`config.mk`:
```
export PLATFORM = sky130hd
export DESIGN_NAME = alarm_ctrl
export DESIGN_NICKNAME = d
export VERILOG_FILES = /design/src/rtl/alarm_pkg.sv /design/src/rtl/sec_timer.sv /design/src/rtl/alarm_ctrl.sv
export SDC_FILE = /design/constraint.sdc
export NUM_CORES = 1
export LEC_CHECK = 0
export ABC_CLOCK_PERIOD_IN_PS = 3650
export CAP_MARGIN = 20
export CORE_ASPECT_RATIO = 1.25
export CORE_MARGIN = 5
export CORE_UTILIZATION = 45
export CTS_CLUSTER_DIAMETER = 100
export CTS_CLUSTER_SIZE = 10
export DETAILED_ROUTE_END_ITERATION = 8
export GPL_TIMING_DRIVEN = 0
export PLACE_DENSITY_LB_ADDON = 0.12
export RECOVER_POWER = 50
export SLEW_MARGIN = 20
export SYNTH_ARGS = -nofsm -noshare
export SYNTH_HDL_FRONTEND = slang
export SYNTH_SLANG_ARGS = --single-unit
```
`constraint.sdc`:
```
create_clock -name clk256 -period 3.65 [get_ports clk256]
set_clock_uncertainty 0.05 [all_clocks]
set_input_delay 0.5475 -clock clk256 [delete_from_list [all_inputs] [get_ports clk256]]
set_output_delay 0.5475 -clock clk256 [all_outputs]
set_load 0.01 [all_outputs]
```
`src/rtl/alarm_pkg.sv`:
```
// Shared types and constants for the alarm sounder controller.
package alarm_pkg;

    localparam int TICKS_PER_SEC = 256;
    localparam int TIME_W        = 16;
    localparam int TICK_W        = 8;
    localparam int SECS_W        = 12;

    typedef enum logic [1:0] {
        IDLE    = 2'd0,
        RINGING = 2'd1,
        SNOOZE  = 2'd2,
        DONE    = 2'd3
    } alarm_state_e;

endpackage

```
`src/rtl/sec_timer.sv`:
```
// Tick/seconds counter shared by ring and snooze timing; flags the last cycle
// before the seconds count reaches the selected terminal value.
module sec_timer
    import alarm_pkg::*;
#(
    parameter int TICKS = TICKS_PER_SEC
) (
    input  logic              clk256,
    input  logic              reset_n,
    input  logic              clear,
    input  logic              run,
    input  logic [SECS_W-1:0] term,
    output logic [TICK_W-1:0] tick_next,
    output logic              expire
);

    localparam logic [TICK_W-1:0] TICK_LAST = TICK_W'(TICKS - 1);

    logic [TICK_W-1:0] tick;
    logic [SECS_W-1:0] secs;
    logic [SECS_W-1:0] secs_next;
    logic              sec_pulse;

    assign sec_pulse = run && (tick == TICK_LAST);
    assign expire    = sec_pulse && (secs == term - SECS_W'(1));

    always_comb begin
        tick_next = tick;
        secs_next = secs;
        if (clear) begin
            tick_next = '0;
            secs_next = '0;
        end else if (run) begin
            if (sec_pulse) begin
                tick_next = '0;
                secs_next = secs + SECS_W'(1);
            end else begin
                tick_next = tick + TICK_W'(1);
            end
        end
    end

    always_ff @(posedge clk256 or negedge reset_n) begin
        if (!reset_n) begin
            tick <= '0;
            secs <= '0;
        end else begin
            tick <= tick_next;
            secs <= secs_next;
        end
    end

endmodule

```
`src/rtl/alarm_ctrl.sv`:
```
// Alarm sounder controller: compares running time to the stored alarm and
// handles ringing, snooze (limited count), stop and auto-timeout.
module alarm_ctrl #(
    parameter int RING_SECS     = 60,
    parameter int SNOOZE_MIN    = 5,
    parameter int MAX_SNOOZE    = 3,
    parameter int TICKS_PER_SEC = alarm_pkg::TICKS_PER_SEC
) (
    input  logic                         clk256,
    input  logic                         reset_n,
    input  logic [alarm_pkg::TIME_W-1:0] current_time,
    input  logic [alarm_pkg::TIME_W-1:0] alarm_time,
    input  logic                         alarm_enable,
    input  logic                         stop_alarm,
    input  logic                         snooze,
    output logic                         sound_alarm,
    output logic                         beep,
    output logic                         snooze_active,
    output logic [2:0]                   snooze_left
);

    import alarm_pkg::alarm_state_e, alarm_pkg::IDLE, alarm_pkg::RINGING,
           alarm_pkg::SNOOZE, alarm_pkg::DONE, alarm_pkg::TICK_W, alarm_pkg::SECS_W;

    localparam logic [SECS_W-1:0] RING_TERM   = SECS_W'(RING_SECS);
    localparam logic [SECS_W-1:0] SNOOZE_TERM = SECS_W'(SNOOZE_MIN * 60);
    localparam logic [2:0]        LEFT_INIT   = 3'(MAX_SNOOZE);
    localparam logic [TICK_W-1:0] BEEP_ON     = TICK_W'(TICKS_PER_SEC / 2);

    alarm_state_e      state;
    alarm_state_e      state_next;
    logic [2:0]        left_next;
    logic              match;
    logic              counting;
    logic              timer_clear;
    logic              timer_expire;
    logic [TICK_W-1:0] tick_next;
    logic [SECS_W-1:0] term;

    assign match       = (current_time == alarm_time);
    assign counting    = (state == RINGING) || (state == SNOOZE);
    assign term        = (state == SNOOZE) ? SNOOZE_TERM : RING_TERM;
    // Counters restart on every state change and rest at zero outside the timed states.
    assign timer_clear = (state_next != state) ||
                         !((state_next == RINGING) || (state_next == SNOOZE));

    sec_timer #(
        .TICKS (TICKS_PER_SEC)
    ) u_sec_timer (
        .clk256    (clk256),
        .reset_n   (reset_n),
        .clear     (timer_clear),
        .run       (counting),
        .term      (term),
        .tick_next (tick_next),
        .expire    (timer_expire)
    );

    always_comb begin
        state_next = state;
        left_next  = snooze_left;
        if (!alarm_enable) begin
            state_next = IDLE;
            left_next  = LEFT_INIT;
        end else begin
            case (state)
                IDLE: begin
                    if (match) begin
                        state_next = RINGING;
                        left_next  = LEFT_INIT;
                    end
                end
                RINGING: begin
                    if (stop_alarm) begin
                        state_next = DONE;
                    end else if (snooze && (snooze_left != 3'd0)) begin
                        state_next = SNOOZE;
                        left_next  = snooze_left - 3'd1;
                    end else if (timer_expire) begin
                        state_next = DONE;
                    end
                end
                SNOOZE: begin
                    if (stop_alarm) begin
                        state_next = DONE;
                    end else if (timer_expire) begin
                        state_next = RINGING;
                    end
                end
                DONE: begin
                    // Hold off until the matching minute has passed so it cannot retrigger.
                    if (!match) begin
                        state_next = IDLE;
                    end
                end
                default: state_next = IDLE;
            endcase
        end
    end

    always_ff @(posedge clk256 or negedge reset_n) begin
        if (!reset_n) begin
            state         <= IDLE;
            snooze_left   <= LEFT_INIT;
            sound_alarm   <= 1'b0;
            beep          <= 1'b0;
            snooze_active <= 1'b0;
        end else begin
            state         <= state_next;
            snooze_left   <= left_next;
            sound_alarm   <= (state_next == RINGING);
            beep          <= (state_next == RINGING) && (tick_next < BEEP_ON);
            snooze_active <= (state_next == SNOOZE);
        end
    end

endmodule

```
==> results.py, run 1 <==
metrics = {
    "placement": {
        "port_buffers": 41,
        "postPlaceCellArea_um2": 2370,
        "dp_hpwl_um": 3300,
        "dp.cells": 295,
        "gp_congestion": 0.770,
    },
    "critical_path": {
        "regToRegSetupSlack_ns": 0.30,
        "cp-end-kind": "flip-flop",
        "critPathKind": "reg -> reg",
        "worstRegToRegCells": 13,
        "arrival_ns": 3.49,
        "worstReg2RegEnd": "u_sec_timer.tick[3]",
        "r2r-start": "state[1]",
        "crit_path_max_fanout": 10,
        "cp-start-kind": "flip-flop",
        "worstPathRequired_ns": 3.79,
    },
    "final_layout": {
        "layout_common_cells": "37 x clkdlybuf4s50_1, 26 x xor2_1, 24 x dfrtp_1",
        "fin_area_um2": 2470,
        "drive_gt1_frac": 0.0935,
        "final_common_cell": "clkdlybuf4s50_1",
        "fin_cells": 302,
        "syn_to_final_growth_pct": 30.3,
        "num_antenna_cells": 0,
        "fillers": 379,
        "final_nets": 294,
    },
    "global_route": {
        "antenna_found_initial": 0,
        "grt_pass1_vias": 1690,
        "grt_first_pass_wirelength_um": 7480,
        "grt_overflow": 0,
        "grtUsageTotal": 0.173,
        "grt_start_max_net_pins": 29,
    },
    "worst_hold_path": {
        "holdPathStages": 2,
        "hp-class": "reg -> reg",
        "hp-start": "snooze_left[0]",
        "hold_end": "snooze_left[0]",
    },
    "pwr": {
        "leakage_uw": 0.00106,
        "ir_drop_v": 0.000148,
        "power-per-cell-area_nw_per_um2": 321,
    },
    "clock_tree": {
        "clock_path_buffers": 2,
        "htree_levels": 1,
        "clkLatencyLatePin_ns": 0.28,
        "cts_buffers": 3,
        "clock_sinks": 28,
        "clkSlewWorstSetupHoldPaths_ns": 0.10,
        "clockRootBuffer": "clkbuf_8",
        "hold_buffers": 0,
        "tritoncts": "yes",
    },
    "job": {
        "maxCapViolCount": 1,
    },
    "timing": {
        "rsz0062_at_grt": "no",
        "relSlewSlack": 0.00764,
        "fmax_mhz": 298,
        "fin_tns_setup_ns": 0,
        "finalSetupViolCount": 0,
        "hold_viol": 0,
        "tightest_slew_ns": 1.49,
        "period_share": 0.919,
        "slew_violations": 0,
        "min_period_ns": 3.35,
    },
    "logic_synthesis": {
        "synthArstFlopShare": 1.00,
        "syn_inst": 198,
        "synth_area_per_cell_um2": 9.58,
        "synth_nets": 245,
        "syn_area_um2": 1900,
        "synthFlopType": "dfrtp_1",
        "synth_seq_area_share": 0.371,
        "yosysWarnings": 0,
        "synth_edf_count": 0,
        "synth_cell_types": 44,
        "synth_seq_cells": 28,
    },
    "drt": {
        "drt_pass1_iterations": 4,
        "vias_per_cell": 5.24,
        "wl_um": 4150,
        "drtIter0Drc": 79,
        "drc": 0,
        "wire_per_inst_um": 13.7,
        "ant_nets": 0,
        "num_vias": 1583,
    },
    "floorplan": {
        "placementRows": 26,
        "ios": 43,
        "core_um2": 4100,
        "die_w_um": 68.1,
        "die_y_um": 82.6,
        "die_area_um2": 5620,
        "start_util": 0.463,
    },
    "run_status": {
        "violations": "capacitance limit",
        "status": "finished, violations left",
    },
}
-- power breakdown --
group | switching [uW] | total (uW) | internal (uW)
combinational | 117 | 219 | 102
clock | 100 | 247 | 147
sequential | 7.22 | 328 | 321
total | 225 | 794 | 569
-- synthesized netlist by cell type, types with 4 or more instances --
library cell,n,area [um^2]
mux2i_1,4,40.0
nand2_1,12,45.0
and3_1,6,37.5
o21ai_0,6,30.0
xor2_1,26,228
nand3_1,6,30.0
xnor2_1,4,35.0
inv_1,11,41.3
ha_1,10,125
dfrtp_1,26,651
nor2_1,7,26.3
nand4_1,5,31.3
a21oi_1,9,45.0
nor4_1,4,25.0
nor3_1,21,105
-- layer usage --
metal / global-route usage / share of wire / vias up
li1: - / - / 801
met1: 0.201 / 0.43 / 754
met2: 0.322 / 0.53 / 24
met3: 0.0298 / 0.029 / 4
met4: 0.0417 / 0.0075 / 0
met5: 0 / 0 / -
-- per-stage QoR --
step	hold WS, ns	util	total power (uW)	setup slack (ns)
finish	0.506	0.603	794	0.297
global route	0.567	0.603	841	0.0428
CTS	0.242	0.596	801	0.249
detailed placement	0.497	0.579	554	0.147
global placement	0.483	0.580	555	0.146
floorplan	0.202	-	462	0.736
-- final cells by class --
type	instances	area [um^2]	share of cell area
flip-flops and latches	28	706	0.285
repair buffers	44	427	0.173
well taps	56	70.1	0.0283
multi-input cells	152	1110	0.448
inverters	11	41.3	0.0167
plain buffers	7	50.0	0.0202
clock inverters	1	30.0	0.0121
clock buffers	3	41.3	0.0167
-- registers in the layout, summed over array words and instances (netlist names) --
| name | flops |
|---|---|
| beep | 1 |
| snooze_active | 1 |
| snooze_left | 3 |
| sound_alarm | 1 |
| state | 2 |
| u_sec_timer.secs | 12 |
| u_sec_timer.tick | 8 |
-- critical path, stage by stage (launching register included) --
cell      delay (ns)
dfrtp_2         0.44
inv_1           0.10
ha_1            0.34
nand4_1         0.22
nor4_4          0.44
a21oi_2         0.13
nor2b_1         0.16
a211oi_2        0.18
o21ai_0         0.11
ha_1            0.31
a21oi_1         0.18
nand4_2         0.18
buf_6           0.19
nor4_4          0.23
-- repair_timing --
item / in CTS / in global routing
resized for setup: 0 / 3
buffers inserted: 0 / 3
endpoints found under the setup margin: 0 / 5
-- how the worst max path moves through the flow --
stage                        start  slack [ns]                  end  cells after the start
floorplan                 state[1]        0.74  u_sec_timer.tick[3]                     13
global placement    alarm_time[13]        0.15  u_sec_timer.tick[3]                     11
detailed placement  alarm_time[13]        0.15  u_sec_timer.tick[3]                     11
CTS                       state[1]        0.25  u_sec_timer.tick[3]                     13
global route              state[1]        0.04  u_sec_timer.secs[4]                     13
finish                    state[1]        0.30  u_sec_timer.tick[3]                     13
-- kinds of logic after synthesis --
logic type	Yosys count	share of synthesized area
flops	28	0.371
buf+inv	18	0.0481
fa+ha+maj	10	0.0660
mux	4	0.0211
compound gates	29	0.106
simple gates	79	0.249
xor+xnor	30	0.139
No activity file was read; power rests on OpenSTA's default activity.
==> inputs of run 2 (changes only) <==
- SLEW_MARGIN: 20 -> unset
==> run 2 against run 1 <==
  * The run now ends clean
  * Utilization down 0.70 points
  * Flip-flop and latch count is the same
  * Sequential share of layout area is 0.34 points higher
  * Register-to-register slack hardly changed
  * Power fell by 9.5%
  * Critical path depth unchanged
  * Setup slack got worse by 0.014 ns
  * Clock-buffer cell count increased by 1
  * First-iteration DRC count decreased by 7.6%
  * Sequential power about the same
  * Final cell count is the same
  * Critical path type unchanged
  * Highest routed layer unchanged
==> results.py, run 2 (synthesis results as in run 1) <==
metrics = {
    "floorplan": {
        "die_y_um": 82.6,
        "core_um2": 4100,
        "start_util": 0.463,
        "die_w_um": 68.1,
        "placementRows": 26,
        "ios": 43,
        "die_area_um2": 5620,
    },
    "critical_path": {
        "critPathKind": "reg -> reg",
        "worstPathRequired_ns": 3.79,
        "critPathBufInv": 2,
        "worstRegToRegCells": 13,
        "regToRegSetupSlack_ns": 0.28,
        "crit_path_max_fanout": 10,
        "cp_top_family": "simple AND/OR/NAND/NOR gates",
        "cp-end-kind": "flip-flop",
        "slowest_delay_ns": 0.45,
        "cp-start-kind": "flip-flop",
        "cp_slowest_cell": "dfrtp_2",
        "r2r-start": "state[1]",
        "worstReg2RegEnd": "u_sec_timer.tick[3]",
        "crit_chain": "inv_1 -> ha_1 -> nand4_1 -> nor4_4 -> a21oi_2 -> nor2b_1 -> a211oi_1 -> o21ai_0 -> ha_1 -> a21oi_1 -> nand4_2 -> buf_6 -> nor4_4",
        "arrival_ns": 3.51,
    },
    "pwr": {
        "combPwrFrac": 0.302,
        "ir_drop_v": 0.000252,
        "p_int_uw": 500,
        "power.switching_uw": 218,
        "clkPwrFrac": 0.241,
        "leakage_uw": 0.00105,
        "power-per-cell-area_nw_per_um2": 294,
        "seqPwrFrac": 0.457,
        "switching_share": 0.304,
    },
    "global_route": {
        "grtUsageTotal": 0.169,
        "grt_pass1_vias": 1678,
        "grt_overflow": 0,
        "grt_first_pass_wirelength_um": 7290,
        "antenna_found_initial": 0,
        "grt_start_max_net_pins": 17,
    },
    "drt": {
        "wl_um": 4170,
        "drt_pass1_iterations": 4,
        "wire_per_inst_um": 13.8,
        "ant_nets": 0,
        "drtIter0Drc": 73,
        "num_vias": 1592,
        "vias_per_cell": 5.27,
        "drc": 0,
    },
    "timing": {
        "fin_tns_setup_ns": 0,
        "period_share": 0.923,
        "finalSetupViolCount": 0,
        "hold_viol": 0,
        "worst_slack_ns": 0.282,
        "relSlewSlack": 0.415,
        "rsz0062_at_grt": "no",
        "min_period_ns": 3.37,
        "hold-worst-slack_ns": 0.521,
        "fmax_mhz": 297,
        "slew_violations": 0,
        "tightest_slew_ns": 0.877,
    },
    "final_layout": {
        "final_common_cell": "clkdlybuf4s50_1",
        "final_nets": 294,
        "fin_cells": 302,
        "largest_reg_flops": 12,
        "layout_common_cells": "37 x clkdlybuf4s50_1, 26 x xor2_1, 24 x dfrtp_1",
        "drive_gt1_frac": 0.0813,
        "fillers": 378,
        "regMostFlops": "u_sec_timer.secs",
        "num_antenna_cells": 0,
        "syn_to_final_growth_pct": 28.8,
        "register_area_um2": 706,
        "multi_input_area_um2": 1100,
        "top_regs": "u_sec_timer.secs x12, u_sec_timer.tick x8, snooze_left x3",
    },
    "placement": {
        "dp_hpwl_um": 3390,
        "dp_worst_setup_slack_ns": 0.144,
        "gp_congestion": 0.770,
        "dp.cells": 296,
        "port_buffers": 41,
    },
    "clock_tree": {
        "htree_levels": 1,
        "clkLatencyLatePin_ns": 0.27,
        "clkSlewWorstSetupHoldPaths_ns": 0.09,
        "clockRootBuffer": "clkbuf_8",
        "clock_sinks": 28,
        "tritoncts": "yes",
        "clock_path_buffers": 2,
        "cts_buffers": 3,
        "hold_buffers": 0,
    },
    "worst_hold_path": {
        "hold_end": "snooze_left[0]",
        "hp-class": "reg -> reg",
        "holdPathStages": 2,
        "hp-start": "snooze_left[0]",
    },
    "job": {
        "maxCapViolCount": 0,
    },
    "run_status": {
        "status": "completed",
    },
}
## run 2: cell count changes in the layout (fill, tap and decap cells not counted)
cell	before	now
clkbuf_1	4	5
a211oi_1	0	1
dlygate4sd3_1	3	4
bufinv_16	1	0
a211oi_2	1	0
buf_4	3	2
## run 2: layout make-up
cell class                 count  area share
sequential                    28       0.289
clock buffer                   4      0.0184
buffer                         7      0.0205
tap                           56      0.0287
multi-input combinational    152       0.451
timing repair buffer          44       0.176
inverter                      11      0.0169
## run 2: layer usage
layer	track usage	up-vias	wire [um]
met3	0.0244	4	87
met4	0.0417	0	49
li1	-	803	-
met1	0.196	766	1780
met5	0	-	0
met2	0.317	19	2260
## run 2: metrics by stage
step / instance area, um^2 / utilization / power, uW
2_1_floorplan: 1900 / - / 462
4_1_cts: 2450 / 0.598 / 732
3_3_place_gp: 2380 / 0.580 / 555
3_5_place_dp: 2400 / 0.587 / 558
6_report: 2440 / 0.596 / 718
5_1_grt: 2440 / 0.596 / 765
## run 2: timing repair
action	in CTS	in global routing
endpoints found under the setup margin	0	6
hold endpoints to repair	0	0
resized for setup	0	2
buffers inserted	0	2
## run 2: power by group through the flow
| stage | clock network (uW) | logic, uW | registers [uW] |
|---|---|---|---|
| finish | 173 | 217 | 328 |
| global route | 194 | 242 | 330 |
| CTS | 178 | 226 | 328 |
| detailed placement | 0 | 224 | 334 |
| global placement | 0 | 220 | 335 |
| floorplan | 0 | 126 | 336 |
## run 2: worst max path at each step
stage | to | cells past startpoint | slack, ns | from
floorplan | u_sec_timer.tick[3] | 13 | 0.74 | state[1]
global placement | u_sec_timer.tick[3] | 11 | 0.15 | alarm_time[13]
detailed placement | u_sec_timer.tick[3] | 11 | 0.14 | alarm_time[13]
CTS | u_sec_timer.tick[3] | 13 | 0.25 | state[1]
global route | u_sec_timer.secs[4] | 13 | 0.01 | state[1]
finish | u_sec_timer.tick[3] | 13 | 0.28 | state[1]
## run 2: worst reg2reg max path: stages (launching register included)
cell	delay (ns)
dfrtp_2	0.45
inv_1	0.10
ha_1	0.34
nand4_1	0.21
nor4_4	0.42
a21oi_2	0.14
nor2b_1	0.15
a211oi_1	0.23
o21ai_0	0.12
ha_1	0.31
a21oi_1	0.17
nand4_2	0.18
buf_6	0.19
nor4_4	0.23
==> inputs of run 3 (changes only) <==
- PLACE_DENSITY: unset -> 0.83
- PLACE_DENSITY_LB_ADDON: 0.12 -> unset
==> run 3 against run 2 <==
  * Critical path depth stayed put
  * Maximum frequency is 1.3% lower
  * Utilization is 0.61 points higher
  * Power is 10% higher
  * Flip-flop and latch count stayed put
  * Clock-buffer cell count is 1 lower
  * Critical path type unchanged
==> results.py, run 3 (synthesis results as in run 1) <==
metrics = {
    "global_route": {
        "antenna_found_initial": 0,
        "grt_start_max_net_pins": 18,
        "grt_overflow": 0,
        "grtUsageTotal": 0.160,
        "grt_first_pass_wirelength_um": 7040,
        "grt_pass1_vias": 1644,
    },
    "drt": {
        "drc": 0,
        "drtIter0Drc": 37,
        "num_vias": 1609,
        "wl_um": 4010,
        "vias_per_cell": 5.33,
        "wire_per_inst_um": 13.3,
        "drt_pass1_iterations": 4,
        "maxUsedRoutingLayer": "met4",
        "route.met2.wl_um": 2050,
        "wl_met1_um": 1720,
        "ant_nets": 0,
        "route.met3.wl_um": 152,
    },
    "final_layout": {
        "top_regs": "u_sec_timer.secs x12, u_sec_timer.tick x8, snooze_left x3",
        "multi_input_area_um2": 1100,
        "regMostFlops": "u_sec_timer.secs",
        "drive_gt1_frac": 0.0813,
        "fillers": 378,
        "fin_cells": 302,
        "final_nets": 294,
        "largest_reg_flops": 12,
        "register_area_um2": 704,
        "layout_common_cells": "37 x clkdlybuf4s50_1, 26 x xor2_1, 25 x dfrtp_1",
        "final_common_cell": "clkdlybuf4s50_1",
        "fin_area_um2": 2470,
        "syn_to_final_growth_pct": 30.1,
        "num_antenna_cells": 0,
    },
    "worst_hold_path": {
        "hp-class": "reg -> reg",
    },
    "floorplan": {
        "die_y_um": 82.6,
        "start_util": 0.463,
        "die_area_um2": 5620,
        "placementRows": 26,
        "die_w_um": 68.1,
        "ios": 43,
        "core_um2": 4100,
    },
    "timing": {
        "relSlewSlack": 0.410,
        "hold-worst-slack_ns": 0.512,
        "fin_tns_setup_ns": 0,
        "tightest_slew_ns": 0.884,
        "fmax_mhz": 293,
        "slew_violations": 0,
        "hold_viol": 0,
        "min_period_ns": 3.41,
        "finalSetupViolCount": 0,
        "worst_slack_ns": 0.239,
        "period_share": 0.935,
        "rsz0062_at_grt": "no",
    },
    "placement": {
        "dp_hpwl_um": 3220,
        "postPlaceCellArea_um2": 2400,
        "gp_congestion": 0.793,
        "port_buffers": 41,
        "dp_worst_setup_slack_ns": 0.198,
        "dp.cells": 296,
    },
    "clock_tree": {
        "tritoncts": "yes",
        "clock_sinks": 28,
        "clockRootBuffer": "clkbuf_8",
        "cts_buffers": 3,
        "clkSlewWorstSetupHoldPaths_ns": 0.10,
        "htree_levels": 1,
        "clock_path_buffers": 2,
        "clkLatencyLatePin_ns": 0.27,
    },
    "pwr": {
        "power-per-cell-area_nw_per_um2": 320,
        "ir_drop_v": 0.000239,
        "leakage_uw": 0.00106,
    },
    "critical_path": {
        "cp-start-kind": "flip-flop",
        "worstPathRequired_ns": 3.79,
        "regToRegSetupSlack_ns": 0.24,
        "arrival_ns": 3.55,
        "crit_path_max_fanout": 10,
        "cp-end-kind": "flip-flop",
        "slowest_delay_ns": 0.46,
        "critPathKind": "reg -> reg",
        "crit_chain": "inv_1 -> ha_1 -> nand4_1 -> nor4_4 -> a21oi_2 -> nor2b_1 -> a211oi_1 -> o21ai_0 -> ha_1 -> a21oi_1 -> nand4_2 -> buf_6 -> nor4_4",
        "cp_slowest_cell": "dfrtp_1",
    },
    "run_status": {
        "status": "completed",
    },
    "job": {
        "maxCapViolCount": 0,
    },
}
==> run 3: routing by layer <==
layer	vias up	global-route usage
met2	42	0.295
met5	-	0
met3	6	0.0189
met4	0	0.0577
li1	805	-
met1	756	0.186
==> run 3: power by group <==
part | switching (uW) | internal, uW | leakage, uW
combinational | 116 | 101 | 0.000644
sequential | 7.65 | 320 | 0.000382
clock | 97.9 | 147 | 0.0000357
==> run 3: final timing paths <==
| check | startpoint | endpoint | cells after the start |
|---|---|---|---|
| max | state[0] | u_sec_timer.tick[3] | 13 |
| min | snooze_left[0] | snooze_left[0] | 2 |
| min in group asynchronous | reset_n | u_sec_timer.tick[4] | 1 |
| max reg2reg | state[0] | u_sec_timer.tick[3] | 13 |
| min reg2reg | snooze_left[0] | snooze_left[0] | 2 |
| max in group asynchronous | reset_n | u_sec_timer.secs[5] | 2 |
==> run 3: cell type report <==
class,instances,area share
Clock buffer,3,0.0167
Inverter,11,0.0167
Sequential cell,28,0.285
Buffer,7,0.0203
Tap cell,56,0.0284
Timing Repair Buffer,44,0.174
Clock inverter,1,0.0122
Multi-Input combinational cell,152,0.447
==> run 3: repair_timing <==
item,4_1_cts,5_1_grt
endpoints found under the setup margin,0,1
buffers inserted,0,2
hold buffers,0,0
resized for setup,0,1
==> run 3: per-stage QoR <==
stage | power (uW) | utilization
after global placement | 552 | 0.580
final | 790 | 0.602
after global routing | 833 | 0.602
after detailed placement | 560 | 0.587
after CTS | 805 | 0.604
after floorplan | 462 | -
==> run 3: critical path, delay by kind of cell, from the launching register on <==
kind	cells	cell delay [ns]
AND/OR/NAND/NOR	5	1.20
AO/OA/AOI/OAI	4	0.68
adder cells (fa/ha/maj)	2	0.64
flip-flops	1	0.46
buffers and inverters	2	0.30
